[src/rtl/row_chunk_scheduler.sv]
// rtl/row_chunk_scheduler.sv - ping-pong row buffer that streams each captured row as tagged 16-bit chunks
module row_chunk_scheduler #(
    parameter int ROW_BITS       = 480,
    parameter int CHUNK_BITS     = 16,
    parameter int ROWS_PER_FRAME = 480,
    parameter int ROW_W          = 10
) (
    input  logic                  clk,
    input  logic                  reset,
    input  logic [ROW_BITS-1:0]   row_data,
    input  logic                  row_valid,
    output logic                  row_ready,
    input  logic                  frame_start,
    output logic [CHUNK_BITS-1:0] chunk_data,
    output logic                  chunk_valid,
    input  logic                  chunk_ready,
    output logic [ROW_W-1:0]      chunk_row,
    output logic [4:0]            chunk_idx,
    output logic                  chunk_last,
    output logic                  frame_done,
    output logic                  busy
);
    localparam int               NCHUNK   = ROW_BITS / CHUNK_BITS;
    localparam logic [4:0]       LAST_IDX = 5'(NCHUNK - 1);
    localparam logic [ROW_W-1:0] LAST_ROW = ROW_W'(ROWS_PER_FRAME - 1);

    typedef enum logic {IDLE, STREAM} state_t;
    state_t state, state_next;

    logic [ROW_BITS-1:0] row_buf [2];
    logic [ROW_W-1:0]    row_tag [2];
    logic [1:0]          cnt, cnt_next;
    logic                wr_sel, rd_sel;
    logic [ROW_W-1:0]    row_cnt;
    logic [4:0]          idx;
    logic                frame_done_q;
    logic                streaming, accept, fire, release_buf;

    assign streaming   = (state == STREAM) && !reset;
    assign row_ready   = !reset && (cnt != 2'd2);
    assign accept      = row_valid && row_ready;
    assign fire        = streaming && chunk_ready;
    assign release_buf = fire && (idx == LAST_IDX);

    // Occupancy counts the buffer being streamed until its last beat leaves.
    always_comb begin
        cnt_next = cnt;
        if (accept && !release_buf)
            cnt_next = cnt + 2'd1;
        else if (!accept && release_buf)
            cnt_next = cnt - 2'd1;
    end

    always_ff @(posedge clk) begin
        if (reset)
            state <= IDLE;
        else
            state <= state_next;
    end

    // A row accepted on the releasing edge keeps STREAM, so rows run back-to-back.
    always_comb begin
        state_next = state;
        case (state)
            IDLE:    if (cnt != 2'd0) state_next = STREAM;
            STREAM:  if (release_buf && cnt_next == 2'd0) state_next = IDLE;
            default: state_next = IDLE;
        endcase
    end

    always_ff @(posedge clk) begin
        if (reset) begin
            cnt          <= 2'd0;
            wr_sel       <= 1'b0;
            rd_sel       <= 1'b0;
            row_cnt      <= '0;
            idx          <= 5'd0;
            frame_done_q <= 1'b0;
        end else begin
            cnt          <= cnt_next;
            frame_done_q <= release_buf && (row_tag[rd_sel] == LAST_ROW);
            if (accept) begin
                wr_sel <= !wr_sel;
                if (frame_start)
                    row_cnt <= ROW_W'(1);
                else if (row_cnt == LAST_ROW)
                    row_cnt <= '0;
                else
                    row_cnt <= row_cnt + ROW_W'(1);
            end else if (frame_start) begin
                row_cnt <= '0;
            end
            if (release_buf) begin
                rd_sel <= !rd_sel;
                idx    <= 5'd0;
            end else if (fire) begin
                idx <= idx + 5'd1;
            end
        end
    end

    always_ff @(posedge clk) begin
        if (accept) begin
            row_buf[wr_sel] <= row_data;
            row_tag[wr_sel] <= frame_start ? '0 : row_cnt;
        end
    end

    assign chunk_valid = streaming;
    assign chunk_data  = streaming ? row_buf[rd_sel][int'(idx)*CHUNK_BITS +: CHUNK_BITS] : '0;
    assign chunk_row   = streaming ? row_tag[rd_sel] : '0;
    assign chunk_idx   = streaming ? idx : 5'd0;
    assign chunk_last  = streaming && (idx == LAST_IDX);
    assign frame_done  = frame_done_q && !reset;
    assign busy        = !reset && ((state == STREAM) || (cnt != 2'd0));
endmodule

[config.mk]
export PLATFORM = sky130hd
export DESIGN_NAME = row_chunk_scheduler
export DESIGN_NICKNAME = d
export VERILOG_FILES = /design/src/rtl/row_chunk_scheduler.sv
export SDC_FILE = /design/constraint.sdc
export NUM_CORES = 1
export LEC_CHECK = 0
export ABC_CLOCK_PERIOD_IN_PS = 53100
export CAP_MARGIN = 10
export CORE_MARGIN = 2
export CORE_UTILIZATION = 50
export CTS_CLUSTER_SIZE = 10
export DETAILED_ROUTE_END_ITERATION = 10
export DONT_BUFFER_PORTS = 1
export GPL_TIMING_DRIVEN = 0
export PLACE_DENSITY_LB_ADDON = 0.25
export REMOVE_ABC_BUFFERS = 1
export SETUP_SLACK_MARGIN = 0.15
export SLEW_MARGIN = 20
export SYNTH_ARGS = -nofsm -noshare
export SYNTH_HDL_FRONTEND = slang
export SYNTH_SLANG_ARGS = --single-unit
[constraint.sdc]
create_clock -name clk -period 53.1 [get_ports clk]
set_input_delay 7.965 -clock clk [delete_from_list [all_inputs] [get_ports clk]]
set_output_delay 7.965 -clock clk [all_outputs]
set_load 0.005 [all_outputs]
; ---- Word level (Yosys, flattened, before mapping)
; Memories as Yosys holds them, arrays and structs flattened. A register that Yosys moved wholly into a read port is not among the register bits.
; Index checks and enable logic that the tools add are counted.
; Widths: inputs -> output; s select.
[op_classes]
n_shift = 1
eq_ne = 4
bitwise = 1
mux = 18
add_sub_neg = 4
reduce_logical = 21
[ops]
columns = op, count
row1 = $shiftx 480x10->16, 1
row2 = $mux 10, 5
row3 = $eq 10x9->1 const B, 2
row4 = $mux 16, 1
row5 = $logic_and 1x1->1, 12
row6 = $add 10x1->10 const B, 1
row7 = $mux 1, 8
row8 = $add 5x1->5 const B, 1
row9 = $eq 5x5->1 const B, 1
row10 = $logic_not 1->1, 5
row11 = $mux 5, 1
row12 = $mux 2, 2
row13 = $add 2x1->2 const B, 1
row14 = $logic_not 2->1, 1
row15 = $ne 2x2->1 const B, 1
row16 = $pmux 1 s2, 1
row17 = $reduce_bool 2->1, 1
row18 = $reduce_or 2->1, 1
row19 = $sub 2x1->2 const B, 1
row20 = $logic_or 1x1->1, 1
row21 = $not 1->1, 1
[totals]
reg_bits = 21
inputBits = 485
ramBits = 980
output_inout_bits = 36
n_memories = 2
[memory_table]
columns = memory, words, width, rd, rd_ports_with_merged_regs, wr, line
row1 = row_buf, 2, 480, 1, 1, 1, 30  ; logic [ROW_BITS-1:0] row_buf [2];
row2 = row_tag, 2, 10, 1, 1, 1, 31  ; logic [ROW_W-1:0] row_tag [2];

; ---- Depth between registers and ports, before layout
; Gate-level depths: netlist of the first run.
[logic_depth]
word_depth = 11
depth_mapped = 10
depth_no_buf = 7

; ---- Worst setup path before layout of the first run
; OpenSTA, ideal clock, no wires.
[synth_path]
path_type = input-to-reg
startpoint = input port reset
endpoint = memory row_buf[0][0], enable pin
slack_ns = 22.864
t_arrival_ns = 28.880
setup_ns = 1.355
required_ns = 51.745
path_buffers = 1
stages = 3
path_cell_list = buf_2 > or3b_2 > nor2_1
[synth_via]
elab_chain_len = 5
[synth_rtl]
columns = element, line
row1 = "start, declared", 9  ; input logic reset,
row2 = $logic_not 1->1, 40  ; assign row_ready = !reset && (cnt != 2'd2);
row3 = $logic_and 1x1->1, 40
row4 = $logic_and 1x1->1, 41  ; assign accept = row_valid && row_ready;
row5 = $mux 1, 103  ; if (accept) begin
row6 = $mux 1 (implied by the code), 104  ; row_buf[wr_sel] <= row_data;
row7 = "end, declared", 30
; No other way between the ends.

; ---- Final worst setup path of the first run
[layout_path]
startpoint = input port reset
endpoint = output port chunk_data[1]
[layout_via]
elab_chain_len = 3
[layout_rtl]
columns = element, line
row1 = $logic_not 1->1, 39  ; assign streaming = (state == STREAM) && !reset;
row2 = $logic_and 1x1->1, 39
row3 = via chunk_valid, 15  ; output logic chunk_valid,
row4 = $mux 16, 110  ; assign chunk_data = streaming ? row_buf[rd_sel][int'(idx)*CHUNK_BITS +: CHUNK_BITS] : '0;
row5 = "end, declared", 14  ; output logic [CHUNK_BITS-1:0] chunk_data,
; The timed path passes the listed nets, and every way through them passes these cells.

==> reports/metrics.yaml, run 1 <==
power_and_ir_drop:
  sequentialPowerShare: 0.558
  power_per_cell_area_nw_per_um2: 37.2
  p_clk_frac: 0.409
  internal_power_w: 0.00131
  comb_power_share: 0.034
  p_leak_nw: 13.5
  p_switching_w: 0.000320
  swShare: 0.196
  irDropWorstVdd_uv: 29.9
clock_tree:
  cts-root-buf: "clkbuf_16"
  ctsHoldBuffers: 0
  ctsHtreeMaxLevel: 3
  cts_setup_buffers: 0
  cts.clk_slew.worst_paths_ps: 60
  insertion_delay_ps: 660
  cts_tree: "done"
  clockBufferDepth: 3
  cts_resized: 0
  cts.sinks: 1002
  cts_buffers: 111
worst_setup_path:
  crit_path_start_kind: "input pin"
  path_buf_inv: 2
  r2r_start: "cnt[0]$_SDFF_PP0_"
  worst_path_max_delay_cell: "o21ai_0"
  crit_fanout: 28
  crit_family: "compound AO/OA/AOI/OAI gates"
  arrival_ps: 9980
  crit_chain: "nand2b_1, inv_1, nand2_2, buf_16, a211o_1, o21ai_0"
  worstSetupStartpoint: "reset"
  cp-end-kind: "output port"
  cp.required_ps: 45140
  critical_path_class: "in -> out"
  slowest_delay_ps: 400
cells_and_area:
  fin_nets: 2378
  fin_util: 0.577
  area_growth_pct: 13.9
  drive_gt1_frac: 0.209
  fin_cells: 2951
synth:
  synth_edf_count: 980
  netlist_instances: 1815
  synth_seq_cells: 1002
  ys_types: 51
  async_reset_ff_frac: 0
  synth_area_per_cell_um2: 21.2
  synth_flop_cell: "edfxtp_1"
  ys_warn_count: 0
  netlist_area_um2: 38500
  yosysSeqAreaShare: 0.775
floorplan:
  ios: 521
  die_w_um: 282
  die-area_um2: 79300
  die_y_um: 282
  core_area_um2: 76100
  start_util: 0.506
  fp-row-count: 101
timing:
  slew_headroom: 0.325
  rsz0062_at_grt: "false"
  worst_pin_slew_ps: 1000
  min_period_over_period: 0.338
  tns_ps: 0
  whs_ps: 537
  hold_viol_final: 0
  clock_skew_ps: 37.5
  min_period_ps: 17950
  finalMaxSlewViolations: 0
  max_freq_mhz: 55.7
  setup_violations: 0
routing:
  drt-vias-per-instance: 6.19
  via_count: 18300
  drt_iter0_markers: 1537
  postRouteAntennaNets: 0
  drt_wl_total_um: 89800
  drt-pass1-iter-count: 5
  drc: 0
  avgRoutedWirePerCell_um: 30.4
placed_design:
  placed_cells: 2805
  gp_congestion: 0.765
  hpwlAfterDp_um: 61400
  port_buffers: 0
global_routing:
  grt_pass1_wl_um: 128000
  globalRouteTotalUtil: 0.226
  first_global_vias: 19400
  antenna_found_initial: 12
  overflow: 0
  grt_max_degree: 56
job:
  maxCapViolations: 0
run_status:
  outcome: "finished clean"
worst_hold_path:
  min_path_type: "reg -> reg"
  min-delay-start: "row_cnt[0]$_SDFF_PP0_"
## metal layers
metal  vias to the layer above  wire [um]  part of all wire  GRT usage
met5                         -        120            0.0013          0
met4                        18       2200             0.024     0.0659
met3                       156      10900              0.12     0.0974
met2                       795      45000              0.50      0.376
met1                      9566      31600              0.35      0.267
li1                       7740          -                 -          -
## flip-flops by register name (all words and copies together), names as in the netlist, named ones only
signal / count
row_buf: 960
state: 1
wr_sel: 1
row_cnt: 10
cnt: 2
idx: 5
rd_sel: 1
row_tag: 20
frame_done_q: 1
## final cells by class
cell class / count / area [um2]
fill: 5538 / 32200
multi-input combinational: 695 / 8060
inverter: 13 / 48.8
timing repair buffer: 65 / 1540
clock buffer: 130 / 2890
clock inverter: 10 / 175
tap: 1030 / 1290
antenna: 6 / 15.0
sequential: 1002 / 29900
## logic make-up (layout without fill, tap and decap cells)
family                     after synthesis  in the layout  synth area share
AOI/OAI and AO/OA                      245            245            0.0458
xor gates and xnor gates                 6              6           0.00136
adders and majority gates                5              5           0.00162
buffers and inverters                  118            218            0.0175
DFF                                   1002           1002             0.775
muxes                                  297            297             0.140
other                                    0              6                 0
and+or+nand+nor                        142            142            0.0189
## per-stage QoR
| step | area, um2 | power (W) | setup WS (ps) |
|---|---|---|---|
| 6_report | 43900 | 0.00163 | 35150 |
| 2_1_floorplan | 37900 | 0.000980 | 23030 |
| 5_1_grt | 43900 | 0.00168 | 35060 |
| 4_1_cts | 43900 | 0.00165 | 35140 |
| 3_5_place_dp | 40800 | 0.000981 | 35150 |
| 3_3_place_gp | 39200 | 0.00101 | 12720 |
## worst min-delay path, cell delays in order, from the launching register on
cell and delay, ps:
dfxtp_1 340, inv_1 80, o41ai_1 70
## path summary, 6_finish.rpt
check | cells past startpoint | slack, ps | end
min reg2reg | 2 | 540 | row_cnt[0]$_SDFF_PP0_
max | 6 | 35150 | chunk_data[1]
min | 2 | 540 | row_cnt[0]$_SDFF_PP0_
max reg2reg | 8 | 49290 | row_buf[1][401]$_DFFE_PP_
## layout by cell type, fill, tap and decap left out, types with 18 or more instances in the layout
| master | Yosys | final |
|---|---|---|
| buf_16 | 0 | 36 |
| o21ai_1 | 20 | 20 |
| buf_12 | 0 | 25 |
| edfxtp_1 | 980 | 980 |
| mux4_2 | 192 | 192 |
| o22ai_1 | 38 | 38 |
| a211oi_1 | 28 | 28 |
| nand2_1 | 27 | 26 |
| mux2i_1 | 103 | 103 |
| a22o_1 | 31 | 31 |
| nand3_1 | 22 | 21 |
| dfxtp_1 | 22 | 18 |
| a211o_1 | 29 | 29 |
| a22oi_1 | 32 | 32 |
| clkbuf_16 | 0 | 113 |
| a21oi_1 | 20 | 20 |
| nor2_1 | 41 | 38 |
## cell usage after synthesis (all sizes together) (4+ instances only)
cell type / n / area share
a22oi: 32 / 0.0062
nand2: 27 / 0.0026
and2: 4 / 0.00065
inv: 13 / 0.0013
nor3: 5 / 0.00065
ha: 5 / 0.0016
nand3: 22 / 0.0029
nor2b: 15 / 0.0024
edfxtp: 980 / 0.76
a21oi: 20 / 0.0026
nand2b: 5 / 0.0010
dfxtp: 22 / 0.011
a211o: 29 / 0.0066
xnor2: 4 / 0.00091
o221ai: 16 / 0.0036
mux4: 192 / 0.11
or3: 4 / 0.00065
clkbuf: 38 / 0.0037
a22o: 31 / 0.0070
nor4b: 4 / 0.00091
o22ai: 38 / 0.0062
nand4: 4 / 0.00065
nor2: 41 / 0.0040
a211oi: 28 / 0.0055
o21ai: 37 / 0.0048
mux2i: 103 / 0.027
buf: 67 / 0.013
## power groups by stage
stage	combinational [W]	clock (W)	sequential, W
2_1_floorplan	0.0000333	0	0.000947
3_3_place_gp	0.0000459	0	0.000961
3_5_place_dp	0.0000558	0	0.000926
4_1_cts	0.0000560	0.000680	0.000910
5_1_grt	0.0000590	0.000711	0.000911
6_report	0.0000549	0.000667	0.000910
Note: power is estimated with default switching activity, not from simulation.
==> inputs of run 2 (changes only) <==
--- a/config.mk
+++ b/config.mk
@@ -5,7 +5,7 @@
 export SDC_FILE = /design/constraint.sdc
 export NUM_CORES = 1
 export LEC_CHECK = 0
-export ABC_CLOCK_PERIOD_IN_PS = 53100
+export ABC_CLOCK_PERIOD_IN_PS = 15500
 export CAP_MARGIN = 10
 export CORE_MARGIN = 2
 export CORE_UTILIZATION = 50
==> constraint.sdc (replaced) <==
create_clock -name clk -period 15.5 [get_ports clk]
set_input_delay 2.325 -clock clk [delete_from_list [all_inputs] [get_ports clk]]
set_output_delay 2.325 -clock clk [all_outputs]
set_load 0.005 [all_outputs]
==> results of run 2 <==
Same layout as run 1 (identical final DEF). Status: finished clean.
Among the figures that moved: setup slack after placement 35150 ps -> 8830 ps; setup slack after layout 35150 ps -> 8830 ps; register-to-register setup slack 49290 ps -> 11690 ps; total power 0.00163 W -> 0.00559 W; worst IR drop on VDD 29.9 uV -> 102 uV
==> inputs of run 3 (changes only) <==
--- a/config.mk
+++ b/config.mk
@@ -5,7 +5,7 @@
 export SDC_FILE = /design/constraint.sdc
 export NUM_CORES = 1
 export LEC_CHECK = 0
-export ABC_CLOCK_PERIOD_IN_PS = 15500
+export ABC_CLOCK_PERIOD_IN_PS = 6800
 export CAP_MARGIN = 10
 export CORE_MARGIN = 2
 export CORE_UTILIZATION = 50
==> constraint.sdc (replaced) <==
create_clock -name clk -period 6.8 [get_ports clk]
set_input_delay 1.02 -clock clk [delete_from_list [all_inputs] [get_ports clk]]
set_output_delay 1.02 -clock clk [all_outputs]
set_load 0.005 [all_outputs]
==> results of run 3 <==
Same layout as run 1 (identical final DEF). Status: finished clean.
Among the figures that moved: setup slack after placement 35150 ps -> 2250 ps; setup slack after layout 35150 ps -> 1640 ps; hold slack 537 ps -> 421 ps; start point of the critical path reset -> idx[2]$_SDFFE_PP0P_; register-to-register setup slack 49290 ps -> 2990 ps; end point of the worst hold path row_cnt[0]$_SDFF_PP0_ -> idx[1]$_SDFFE_PP0P_; total power 0.00163 W -> 0.0127 W; worst IR drop on VDD 29.9 uV -> 233 uV
